[config.mk]
export PLATFORM = sky130hd
export DESIGN_NAME = fetch_ibuf_ctrl
export DESIGN_NICKNAME = d
export VERILOG_FILES = /design/src/rtl/fetch_ibuf_ctrl.sv
export SDC_FILE = /design/constraint.sdc
export NUM_CORES = 1
export LEC_CHECK = 0
export BUFFER_PORTS_ARGS = -buffer_cell sky130_fd_sc_hd__buf_2
export CAP_MARGIN = 10
export CORE_ASPECT_RATIO = 0.6
export CORE_MARGIN = 2
export CORE_UTILIZATION = 45
export DETAILED_ROUTE_END_ITERATION = 10
export PLACE_DENSITY = 0.68
export SETUP_SLACK_MARGIN = 0.02
export SYNTH_ARGS = -nofsm -noshare
export SYNTH_HDL_FRONTEND = slang
export SYNTH_SLANG_ARGS = --single-unit
[constraint.sdc]
create_clock -name clk -period 15.7 [get_ports clk]
set_input_delay 1.57 -clock clk [delete_from_list [all_inputs] [get_ports clk]]
set_output_delay 1.57 -clock clk [all_outputs]
set_load 0.02 [all_outputs]
[src/rtl/fetch_ibuf_ctrl.sv]
// fetch_ibuf_ctrl: circular instruction buffer between 4-wide fetch/decode and dispatch.
// Takes 0-4 entries per cycle and presents up to DISP_W of the oldest entries to dispatch.
// num_fetch is the registered credit that tells fetch how many slots it may fill next cycle.
// is_jump flushes the whole buffer.
// Optional feature: define IB_ERR_CHECK_EN to build the sticky protocol checker that drives ib_err.
// When the macro is undefined, ib_err is tied low.
module fetch_ibuf_ctrl #(
  parameter int unsigned DEPTH   = 16,
  parameter int unsigned ENTRY_W = 16,
  parameter int unsigned DISP_W  = 2
) (
  input  logic                         clk,
  input  logic                         rst_n,
  input  logic                         is_jump,
  input  logic [2:0]                   in_count,
  input  logic [4*ENTRY_W-1:0]         in_data_flat,
  input  logic [2:0]                   disp_take,
  output logic [2:0]                   num_fetch,
  output logic [DISP_W*ENTRY_W-1:0]    out_data_flat,
  output logic [2:0]                   out_count,
  output logic [$clog2(DEPTH+1)-1:0]   occ,
  output logic                         ib_err
);

  localparam int unsigned PTR_W  = $clog2(DEPTH);
  localparam int unsigned OCC_W  = $clog2(DEPTH+1);
  localparam int unsigned FETCH_W = 4;

  logic [ENTRY_W-1:0] mem [DEPTH];
  logic [PTR_W-1:0]   head;
  logic [PTR_W-1:0]   tail;

  logic [2:0]         in_cl;
  logic [2:0]         take_cl;
  logic [2:0]         w_cnt;
  logic [2:0]         t_cnt;
  logic [OCC_W-1:0]   free_now;
  logic [OCC_W-1:0]   occ_next;
  logic [OCC_W-1:0]   free_next;
  logic [2:0]         nf_next;

  // Valid output slots: min(occ, DISP_W), always contiguous from slot 0
  assign out_count = (occ < OCC_W'(DISP_W)) ? 3'(occ) : 3'(DISP_W);

  // Accepted write/take counts and next occupancy/credit
  always_comb begin
    in_cl     = (in_count > 3'(FETCH_W)) ? 3'(FETCH_W) : in_count;
    take_cl   = (disp_take > 3'(DISP_W)) ? 3'(DISP_W) : disp_take;
    // free space is the start-of-cycle value; same-cycle takes do not make room
    free_now  = OCC_W'(DEPTH) - occ;
    w_cnt     = (OCC_W'(in_cl) > free_now) ? 3'(free_now) : in_cl;
    t_cnt     = (take_cl > out_count) ? out_count : take_cl;
    occ_next  = occ - OCC_W'(t_cnt) + OCC_W'(w_cnt);
    free_next = OCC_W'(DEPTH) - occ_next;
    nf_next   = (free_next > OCC_W'(FETCH_W)) ? 3'(FETCH_W) : 3'(free_next);
  end

  // Oldest DISP_W entries to dispatch; unused slots drive zero
  always_comb begin
    out_data_flat = '0;
    for (int j = 0; j < int'(DISP_W); j++) begin
      if (3'(j) < out_count) begin
        out_data_flat[ENTRY_W*(DISP_W-1-j) +: ENTRY_W] = mem[head + PTR_W'(j)];
      end
    end
  end

  // Pointer, occupancy and fetch-credit registers; redirect overrides everything
  always_ff @(posedge clk or negedge rst_n) begin
    if (!rst_n) begin
      head      <= '0;
      tail      <= '0;
      occ       <= '0;
      num_fetch <= 3'(FETCH_W);
    end else if (is_jump) begin
      head      <= '0;
      tail      <= '0;
      occ       <= '0;
      num_fetch <= 3'(FETCH_W);
    end else begin
      head      <= head + PTR_W'(t_cnt);
      tail      <= tail + PTR_W'(w_cnt);
      occ       <= occ_next;
      num_fetch <= nf_next;
    end
  end

  // Storage writes; pointer arithmetic wraps so groups straddling DEPTH-1 split naturally
  always_ff @(posedge clk) begin
    if (rst_n && !is_jump) begin
      for (int i = 0; i < int'(FETCH_W); i++) begin
        if (3'(i) < w_cnt) begin
          mem[tail + PTR_W'(i)] <= in_data_flat[ENTRY_W*(FETCH_W-1-i) +: ENTRY_W];
        end
      end
    end
  end

`ifdef IB_ERR_CHECK_EN
  logic err_c;

  // Protocol violations judged on raw inputs, ignored during a redirect
  always_comb begin
    err_c = !is_jump &&
            ((in_count > num_fetch) ||
             (OCC_W'(in_count) > free_now) ||
             (disp_take > out_count));
  end

  // Sticky error flag, cleared only by reset
  always_ff @(posedge clk or negedge rst_n) begin
    if (!rst_n) begin
      ib_err <= 1'b0;
    end else if (err_c) begin
      ib_err <= 1'b1;
    end
  end
`else
  assign ib_err = 1'b0;
`endif

endmodule

# After elaboration in Yosys (flattened, before gate mapping)
# Memories as Yosys holds them, arrays and structs flattened.
# Index checks and enable logic that the tools add are counted.
# totals
n_memories	1
out_inout_bits	44
inputBits	73
regBits	16
ramBits	256
wordCells	53
# classes
n_lt_le_gt_ge	12
muxes	24
n_reduce_logical	2
addsub	10
# mem_list
name	depth	word_bits	rd	rd_clocked_by_memory_dff	write_ports	line_no	text
mem	16	16	2	0	4	29	logic [ENTRY_W-1:0] mem [DEPTH];
# ops
operator	n
$mux 16	2
$mux 3	7
$lt 1x3->1 const A	4
$mux 1	12
$sub 5x5->5 const A	2
$add 4x1->4 const B	2
$add 4x2->4 const B	2
$add 4x3->4	2
$mux 4	2
$lt 2x3->1 const A	2
$add 5x3->5	1
$gt 3x5->1	1
$gt 5x3->1 const B	1
$lt 5x2->1 const B	1
$mux 5	1
$sub 5x3->5	1
$gt 3x2->1 const B	1
$gt 3x3->1	1
$gt 3x3->1 const B	1
$logic_and 1x1->1	1
$logic_not 1->1	1

# Logic depth before layout (Yosys ltp)
# depth
ltp_word	10
ltp_mapped	24
ltp_nobuf	22

# Worst setup path before layout
# No wires, ideal clock.
# synth_timing
path_kind	input -> register
startpoint	input port in_count[1]
endpoint	register num_fetch[2]
required_ns	15.612
setup_slack_ns	10.056
cell_stages	15
path_buffers	1
t_arrival_ns	5.556
setup_ns	0.088
path_cell_list	nor2b_1 -> ha_1 -> nand3_1 -> o21ai_1 -> nor3_4 -> buf_4 -> mux2_2 -> inv_1 -> fa_1 -> fa_1 -> ha_1 -> nand2b_1 -> a2111oi_0 -> a21oi_1 -> or3_1
# synth_between
elab_chain_len	9
# synth_rtl
item	line_no	text
from (decl)	15	input logic [2:0] in_count,
$gt 3x3->1	47	in_cl = (in_count > 3'(FETCH_W)) ? 3'(FETCH_W) : in_count;
$mux 3 *	47	
$gt 3x5->1	51	w_cnt = (OCC_W'(in_cl) > free_now) ? 3'(free_now) : in_cl;
$mux 3 *	51	
$add 5x3->5 *	53	occ_next = occ - OCC_W'(t_cnt) + OCC_W'(w_cnt);
$sub 5x5->5 *	54	free_next = OCC_W'(DEPTH) - occ_next;
$gt 5x3->1	55	nf_next = (free_next > OCC_W'(FETCH_W)) ? 3'(FETCH_W) : 3'(free_next);
$mux 3 *	55	
$mux 3 *	75	end else if (is_jump) begin
to (signal assigned)	74	num_fetch <= 3'(FETCH_W);
to (signal assigned)	79	num_fetch <= 3'(FETCH_W);
to (signal assigned)	84	num_fetch <= nf_next;
to (decl)	18	output logic [2:0] num_fetch,
# Every way passes the cells marked *; elsewhere a longest branch is shown, timed or not.

# Worst setup path after layout
# layout_timing
startpoint	register head[0]
endpoint	output port out_data_flat[30]
# layout_between
elab_chain_len	2
# layout_rtl
item	line_no	text
from (decl)	30	logic [PTR_W-1:0] head;
from (signal assigned)	81	head <= head + PTR_W'(t_cnt);
$mem_v2 16x16	n/a	
$mux 16	62	if (3'(j) < out_count) begin
to (decl)	19	output logic [DISP_W*ENTRY_W-1:0] out_data_flat,
# No other way between the ends.

==> results.ini <==
[timing]
period_share = 0.3764
final.setup.worst_slack_ps = 9790
fin_skew_ps = 15.21
maxSlewViolCount = 0
worstMarginPinSlew_ps = 1254
rsz0062_at_grt = false
slew_headroom = 0.1594
finalHoldViolations = 0
fmax_ghz = 0.1692
setup_viol = 0
finalSetupTns_ps = 0
finalCriticalPeriod_ps = 5910

[logic_synthesis]
yosysTopAreaCellShare = 0.3560
synth_cells = 1788
yosys_warnings = 0
synth_seq_cells = 272
ys.flop_type = edfxtp_1
synth_area_leaders = edfxtp_1 36%, mux4_2 15%, mux2i_1 8.2%
avgSynthCellArea_um2 = 12.08
yosys.cell_count.top_type = edfxtp_1
synth_cell_type_count = 68
synth_common_cells = 256 x edfxtp_1, 177 x mux2i_1, 159 x nor2_1
asyncSetResetFlopFracSynth = 0.05882
synth_area_um2 = 21590
yosysSeqAreaShare = 0.3746
synth_edf_count = 256
yosys.area.top_type = edfxtp_1

[floorplan]
ios = 117
die_width_um = 286.8
die_y_um = 173.7
row_count = 62
start_util = 0.4534
core_um2 = 47630
dieArea_um2 = 49810

[worst_setup_path]
arrival_ps = 4340
cp_cell_sequence = buf_4 -> buf_4 -> mux4_2 -> mux4_2 -> nor2b_1 -> buf_2
reg2reg_depth = 18
rrSetupSlack_ps = 10020
cp-end-kind = output port
path_delay_family = buffers and inverters
path_max_fanout = 50
path_buf_inv = 3
max_stage_delay_ps = 800
startpoint = head[0]
crit_path_top_delay_cell = dfrtp_4
endpoint = out_data_flat[30]
r2r-start = occ[0]
r2r-end = num_fetch[2]
critical_path_cell_count = 6
crit_required_ps = 14130
path_class = reg2out
crit_path_start_kind = register

[outcome]
status = complete, no violations

[grt]
grt_max_degree = 51
grt_pass1_wl_um = 116900
grt_overflow = 0
grt_pass1_vias = 16595
track_usage = 0.3180
antenna_found_initial = 4

[placement]
place_inst = 2371
port_buffers = 115
place_ws_ps = 9693
post-dp-hpwl_um = 59450
place_congestion = 1.061

[job]
drv_cap = 0

[clock_tree]
cts_tree = built
cts-buffers-inserted = 28
insertion_delay_ps = 570
root_buffer = clkbuf_16
cts-root-to-sink-buffers = 3
cts_resized = 0
clk_pin_slew_ps = 70
holdBufCountCts = 0
htreeDepth = 1
cts.sinks = 272
cts_setup_buffers = 0

[drt]
drc = 0
ant_nets = 0
wl_per_cell_um = 33.35
vias_per_cell = 7.364
drtIter0Drc = 3158
dr_total_vias = 17851
firstDrtPassIters = 8
wl_um = 80830

[pwr]
p_int_mw = 2.083
p_switching_mw = 1.666
netSwitchingFraction = 0.4443
peakVddDrop_v = 0.0001134
clkPwrFrac = 0.180
power_density_nw_per_um2 = 160.8
pwr-share-comb = 0.543
p_leak_nw = 7.625
seqPwrFrac = 0.277
total_power_mw = 3.749

[worst_hold_path]
min_path_type = reg2reg
holdPathStages = 2

[cells_and_area]
fill_cells = 4191
layout-drive-gt1-share = 0.3287
area_delta_synth_final_pct = 7.961
final_core_util = 0.4895
fin_cells = 2424
fin_nets = 1865

[worst reg2reg max path, cell delays in order, from the launching register on]
cell       delay (ps)
dfrtp_1           670
inv_1             100
ha_1              280
xnor2_2           270
inv_1             160
ha_1              310
nand3_1            80
o21ai_1           220
nor3_4            210
buf_4             530
mux2_2            450
inv_1              80
fa_1              450
fa_1              570
ha_1              240
nand2b_1           70
a2111oi_0         410
a21oi_1           140
or3_1             370
[stage by stage]
| step | cell area, um^2 | hold slack, ps |
|---|---|---|
| floorplan | 21600 | 583.4 |
| finish | 23310 | 842.2 |
| detailed placement | 22410 | 811.4 |
| global route | 23310 | 872.0 |
| global placement | 22410 | 803.3 |
| CTS | 23290 | 828.3 |
[registers in the layout (all words and copies together), names as in the netlist]
name,cells
head,4
mem,256
num_fetch,3
occ,5
tail,4
[metal layers]
layer,vias to the layer above,track usage,wire [um]
met1,8923,0.4718,32440
met4,2,0.05122,1489
met5,-,0,8
met3,163,0.1813,16430
li1,7158,-,-
met2,1605,0.4002,30460
[how the worst min path moves through the flow]
stage,start,end,slack (ps)
finish,tail[3],tail[3],840
detailed placement,tail[3],tail[3],810
floorplan,tail[0],tail[0],580
CTS,tail[3],tail[3],830
global route,tail[3],tail[3],870
global placement,tail[3],tail[3],800
[cell usage in the layout (no fill, tap or decap), drive strengths merged, types with 7 or more instances in the layout]
| master | n |
|---|---|
| edfxtp | 256 |
| mux2i | 185 |
| nor2 | 159 |
| buf | 152 |
| mux4 | 144 |
| a221oi | 128 |
| mux2 | 97 |
| o221a | 96 |
| nand2b | 93 |
| inv | 48 |
| a21oi | 47 |
| nor2b | 39 |
| a211oi | 35 |
| o22ai | 33 |
| clkbuf | 31 |
| nand2 | 29 |
| ha | 24 |
| o211ai | 15 |
| dfrtp | 15 |
| o21ai | 14 |
| nand3 | 13 |
| clkinv | 13 |
| a21o | 11 |
| a2111o | 10 |
| xor2 | 10 |
| nor3 | 9 |
| or2b | 8 |
| a2111oi | 7 |
[layout make-up]
cell class              count  area (um^2)  area share
diodes                      1        2.502   0.0001073
clock buffers              31        733.2     0.03145
clock inverters            19        150.1    0.006440
inverters                  48        180.2    0.007728
multi-input cells        1261        12490      0.5357
flip-flops and latches    272         8097      0.3473
well taps                 640        800.8     0.03435
repair buffers            152        860.8     0.03692
[power groups by stage]
stage / registers, mW / logic [mW] / clock network, mW
after floorplan: 0.985 / 1.38 / 0
after global placement: 1.04 / 1.92 / 0
after detailed placement: 1.05 / 1.95 / 0
after CTS: 1.04 / 1.96 / 0.672
after global routing: 1.05 / 2.12 / 0.697
final: 1.04 / 2.04 / 0.675
[cells by family after synthesis]
logic type,count (synthesis),share of synthesized area
AOI/OAI and AO/OA,417,0.1703
and+or+nand+nor,373,0.08848
DFF,272,0.3746
xor gates and xnor gates,14,0.006026
other,1,0.0001737
buffers and inverters,256,0.05151
adders and majority gates,29,0.01854
muxes,426,0.2903
Power figures use the tool's default switching activity.
